File: src/rtl/pwm_sample_sched.sv
// Audio sample-rate scheduler with a two-source round-robin arbiter.
// Each rate tick pulls one signed 8-bit sample and presents it, with a strobe, to the PWM stage.
module pwm_sample_sched #(
  parameter int DIV_W         = 12,
  parameter bit UNDERRUN_HOLD = 1'b1
) (
  input  logic             clk,
  input  logic             rst_n,
  input  logic             enable,
  input  logic [DIV_W-1:0] rate_div,
  input  logic             s0_valid,
  input  logic [7:0]       s0_sample,
  output logic             s0_ready,
  input  logic             s1_valid,
  input  logic [7:0]       s1_sample,
  output logic             s1_ready,
  output logic [7:0]       sample_out,
  output logic             sample_stb,
  output logic             grant_id,
  output logic [7:0]       underrun_cnt
);

  typedef enum logic [1:0] {IDLE, COUNT, FETCH, LOAD} state_t;

  state_t           state;
  logic [DIV_W-1:0] cnt;
  logic [DIV_W-1:0] period;
  logic [DIV_W-1:0] div_eff;
  logic [1:0]       rdy_q;
  logic             last_grant;
  logic             fetch_gnt;
  logic             tick;
  logic             pick;
  logic             xfer;
  logic [7:0]       fetch_data;

  assign div_eff = (rate_div == '0) ? DIV_W'(1) : rate_div;

  // The counter never stops while running, so a tick can land in the LOAD cycle
  // when the period is 2; FETCH always sees cnt==0 and can never tick.
  assign tick = ((state == COUNT) || (state == LOAD)) && (cnt == period);

  always_comb begin
    pick = s1_valid;
    if (s0_valid && s1_valid) pick = ~last_grant;
  end

  // Gating with enable makes a disable during FETCH abandon the transfer at once.
  assign s0_ready   = rdy_q[0] & enable;
  assign s1_ready   = rdy_q[1] & enable;
  assign xfer       = fetch_gnt ? (s1_valid & s1_ready) : (s0_valid & s0_ready);
  assign fetch_data = fetch_gnt ? s1_sample : s0_sample;

  always_ff @(posedge clk or negedge rst_n) begin
    if (!rst_n) begin
      state        <= IDLE;
      cnt          <= '0;
      period       <= '0;
      rdy_q        <= '0;
      last_grant   <= 1'b1;
      fetch_gnt    <= 1'b0;
      sample_out   <= '0;
      sample_stb   <= 1'b0;
      grant_id     <= 1'b0;
      underrun_cnt <= '0;
    end else if (!enable) begin
      state      <= IDLE;
      cnt        <= '0;
      rdy_q      <= '0;
      sample_out <= '0;
      sample_stb <= 1'b0;
    end else begin
      sample_stb <= 1'b0;
      case (state)
        IDLE: begin
          state  <= COUNT;
          cnt    <= '0;
          period <= div_eff;
        end
        FETCH: begin
          state      <= LOAD;
          cnt        <= cnt + 1'b1;
          rdy_q      <= '0;
          sample_stb <= 1'b1;
          if (xfer) begin
            sample_out <= fetch_data;
            grant_id   <= fetch_gnt;
          end else begin
            if (!UNDERRUN_HOLD) sample_out <= '0;
            if (underrun_cnt != 8'hFF) underrun_cnt <= underrun_cnt + 8'd1;
          end
        end
        default: begin
          if (tick) begin
            state  <= FETCH;
            cnt    <= '0;
            period <= div_eff;
            // With no source valid, no ready is raised and FETCH resolves as underrun.
            if (s0_valid || s1_valid) begin
              rdy_q      <= pick ? 2'b10 : 2'b01;
              fetch_gnt  <= pick;
              last_grant <= pick;
            end
          end else begin
            state <= COUNT;
            cnt   <= cnt + 1'b1;
          end
        end
      endcase
    end
  end

endmodule

File: config.mk
export PLATFORM = sky130hd
export DESIGN_NAME = pwm_sample_sched
export DESIGN_NICKNAME = d
export VERILOG_FILES = /design/src/rtl/pwm_sample_sched.sv
export SDC_FILE = /design/constraint.sdc
export NUM_CORES = 1
export LEC_CHECK = 0
export ABC_CLOCK_PERIOD_IN_PS = 4100
export BUFFER_PORTS_ARGS = -buffer_cell sky130_fd_sc_hd__buf_2
export CAP_MARGIN = 20
export CORE_ASPECT_RATIO = 0.7
export CORE_MARGIN = 2
export CORE_UTILIZATION = 58
export DETAILED_ROUTE_END_ITERATION = 12
export PLACE_DENSITY = 0.85
export SLEW_MARGIN = 20
export SYNTH_ARGS = -nofsm -noshare
export SYNTH_HDL_FRONTEND = slang
export SYNTH_SLANG_ARGS = --single-unit
File: constraint.sdc
create_clock -name clk -period 4.1 [get_ports clk]
set_input_delay 0.615 -clock clk [delete_from_list [all_inputs] [get_ports clk]]
set_output_delay 0.615 -clock clk [all_outputs]
set_load 0.01 [all_outputs]
==> impl_metrics.env <==
export IMPL_antenna_cells=0
export IMPL_worstReg2RegEnd="fetch_gnt"
export IMPL_cellInternalPower_mw=0.6757
export IMPL_routed_wl_um=4421
export IMPL_setup_violations=0
export IMPL_clockPowerShare_pct=32.9
export IMPL_io_buffers=52
export IMPL_drt_iter0_drc=124
export IMPL_synth_area_leader_cell="dfrtp_1"
export IMPL_max_cap_viol_count=0
export IMPL_r2r_start="cnt[0]"
export IMPL_synth_area_um2=2340
export IMPL_fill_cells=303
export IMPL_rsz0062_at_grt="no"
export IMPL_dieHeight_um=57.14
export IMPL_cts_tree="done"
export IMPL_arrival_ps=2180
export IMPL_worstSkewPairLatency_ps=300
export IMPL_die_w_um=79.92
export IMPL_power_switching_mw=0.2103
export IMPL_start_util_pct=60.01
export IMPL_cts_htree_levels=2
export IMPL_worst_slew_pin_slew_ps=667.3
export IMPL_multiInputGateArea_um2=1091
export IMPL_clk_path_buf_depth=2
export IMPL_clk_pin_slew_ps=90
export IMPL_endpoint_kind="flop"
export IMPL_rr_worst_depth=5
export IMPL_final_cells=312
export IMPL_path_cells="xnor2_1 > nand4_1 > nor4_2 > and3_1 > mux2_2"
export IMPL_drc=0
export IMPL_power_frac_seq_pct=57.7
export IMPL_place_gp_congestion=0.7955
export IMPL_combPwrFrac_pct=9.4
export IMPL_finalCriticalPeriod_ps=1989
export IMPL_synthFlopType="dfrtp_1"
export IMPL_clock_sinks=48
export IMPL_clockRootBuffer="clkbuf_8"
export IMPL_layout_drive_gt1_share_pct=31.92
export IMPL_critPathKind="flop to flop"
export IMPL_first_pass_iters=4
export IMPL_r2r_slack_ps=2110
export IMPL_hold_violations=0
export IMPL_worst_path_largest_cell_delay_ps=480
export IMPL_cts_resized_gates=0
export IMPL_wl_per_cell_um=14.17
export IMPL_synth_seq_cells=48
export IMPL_ir_drop_mv=0.2987
export IMPL_grt_pass1_wl_um=7307
export IMPL_power_total_mw=0.8860
export IMPL_rows=19
export IMPL_regArea_um2=1202
export IMPL_ys_warn_count=0
export IMPL_tns_ps=0
export IMPL_dpl_hpwl_um=3214
export IMPL_area_delta_synth_final_pct=16.36
export IMPL_cts_inserted_buffers=5
export IMPL_start_kind="flop"
export IMPL_layout_commonest_cell="buf_2"
export IMPL_grt_pass1_vias=1538
export IMPL_status="finished clean"
export IMPL_avgSynthCellArea_um2=11.36
export IMPL_vias=1657
export IMPL_ant_nets=0
export IMPL_critPathRequiredTime_ps=4290
export IMPL_relSlewSlack_pct=55.51
export IMPL_crit_fanout=7
export IMPL_yosys_area_top_type_share_pct=50.27
export IMPL_fmax_ghz=0.5028
export IMPL_post_cts_setup_buffer_count=0
export IMPL_gr_total_overflow=0
export IMPL_grt_util_all_layers_pct=20.94
export IMPL_syn_num_nets=241
export IMPL_synth_edf_count=0
export IMPL_antenna_found_initial=0
export IMPL_synth_area_top_cells="dfrtp_1 (50%), xnor2_1 (7.9%), mux2_2 (6.7%), mux2i_1 (4.7%), nand2_1 (2.9%)"
export IMPL_switching_share_pct=23.73
export IMPL_ys_seq_area_share_pct=51.39
export IMPL_pin_count=53
export IMPL_leakage_nw=1.308
export IMPL_dpl_cell_count=304
export IMPL_cp_slowest_cell="nor4_2"
export IMPL_nNetsFinal=294
export IMPL_post_route_period_util_pct=48.51
export IMPL_final_max_slew_viol_count=0
export IMPL_p_per_area_nw_per_um2=325.4
export IMPL_most_common_layout_cells="buf_2 (51), dfrtp_1 (47), xnor2_1 (21), nand2_1 (18), nor2_1 (16)"
export IMPL_die_area_um2=4566
export IMPL_grt_max_degree=49
export IMPL_hp_class="input port to asynchronous set/reset pin"
export IMPL_fp_coreArea_um2=3899
export IMPL_async_reset_ff_share_pct=100.0
export IMPL_skew_ps=5.295
export IMPL_cts_hold_buf=0
export IMPL_synth_cells=206
export IMPL_viasPerCell=5.311
export IMPL_ys_types=39
-- final cells by class --
type	instances	share of cell area [%]
multi-input combinational	149	40.07
tap	52	2.390
clock buffer	8	3.309
inverter	3	0.4136
sequential	48	44.16
timing repair buffer	52	9.651
-- through the flow --
step,area (um2),worst slack [ps],hold WS (ps),utilization [%]
floorplan,2340,2172,319.4,-
global placement,2626,1741,477.5,67.36
detailed placement,2626,1736,487.9,67.36
CTS,2716,1879,506.4,69.67
global route,2723,1913,363.4,69.83
finish,2723,2111,316.8,69.83
-- worst max path at each step --
stage / from / end / slack (ps) / cells after the start
CTS: cnt[6] / period[9] / 1880 / 5
finish: cnt[0] / fetch_gnt / 2110 / 5
detailed placement: enable / period[3] / 1740 / 5
floorplan: enable / underrun_cnt[5] / 2170 / 5
global route: cnt[1] / fetch_gnt / 1910 / 5
global placement: enable / period[11] / 1740 / 5
-- critical path, delay by kind of cell (launching register included) --
| kind | cells | cell delay (ps) |
|---|---|---|
| DFF | 1 | 470 |
| muxes | 1 | 340 |
| and+or+nand+nor | 3 | 900 |
| xor gates and xnor gates | 1 | 160 |
-- logic make-up (layout without fill, tap and decap cells) --
family | count (synthesis) | count (layout) | share of synthesized area (%)
muxes | 25 | 25 | 11.44
and+or+nand+nor | 78 | 78 | 18.07
buffers and inverters | 9 | 63 | 2.139
adders and majority gates | 2 | 2 | 1.069
AOI/OAI and AO/OA | 15 | 15 | 4.706
xor gates and xnor gates | 29 | 29 | 11.18
DFF | 48 | 48 | 51.39
-- sequential cells by signal (all words and copies together) (netlist names) --
signal	cells
grant_id	1
sample_stb	1
rdy_q	2
state	2
last_grant	1
period	12
cnt	12
sample_out	8
fetch_gnt	1
underrun_cnt	8
-- synth_stat cells, types with 2 or more instances --
| master | n |
|---|---|
| inv_1 | 3 |
| mux2_2 | 14 |
| o211a_1 | 4 |
| ha_1 | 2 |
| xnor2_1 | 21 |
| clkbuf_1 | 2 |
| nand2_1 | 18 |
| dfrtp_1 | 47 |
| nand4_1 | 9 |
| xor2_1 | 7 |
| nand3_1 | 9 |
| nor4_1 | 3 |
| and2b_1 | 2 |
| buf_4 | 2 |
| o21a_1 | 2 |
| o21ai_0 | 5 |
| mux2i_1 | 11 |
| and3_1 | 2 |
| nor2_1 | 16 |
| and2_1 | 4 |
| nor3_1 | 4 |
| or3_4 | 2 |
-- metal layers --
metal	vias up	wire, um	global-route usage [%]
met3	4	191	5.696
met1	794	2245	31.34
met2	38	1940	30.12
met4	0	44	6.538
met5	-	0	0
li1	821	-	-
-- power by group through the flow --
stage / sequential [mW] / clock, mW / combinational, mW
finish: 0.511 / 0.291 / 0.0835
global route: 0.514 / 0.313 / 0.0955
CTS: 0.511 / 0.292 / 0.0843
detailed placement: 0.521 / 0 / 0.0839
global placement: 0.520 / 0 / 0.0812
floorplan: 0.514 / 0 / 0.0535
(Power assumes the default switching activity.)
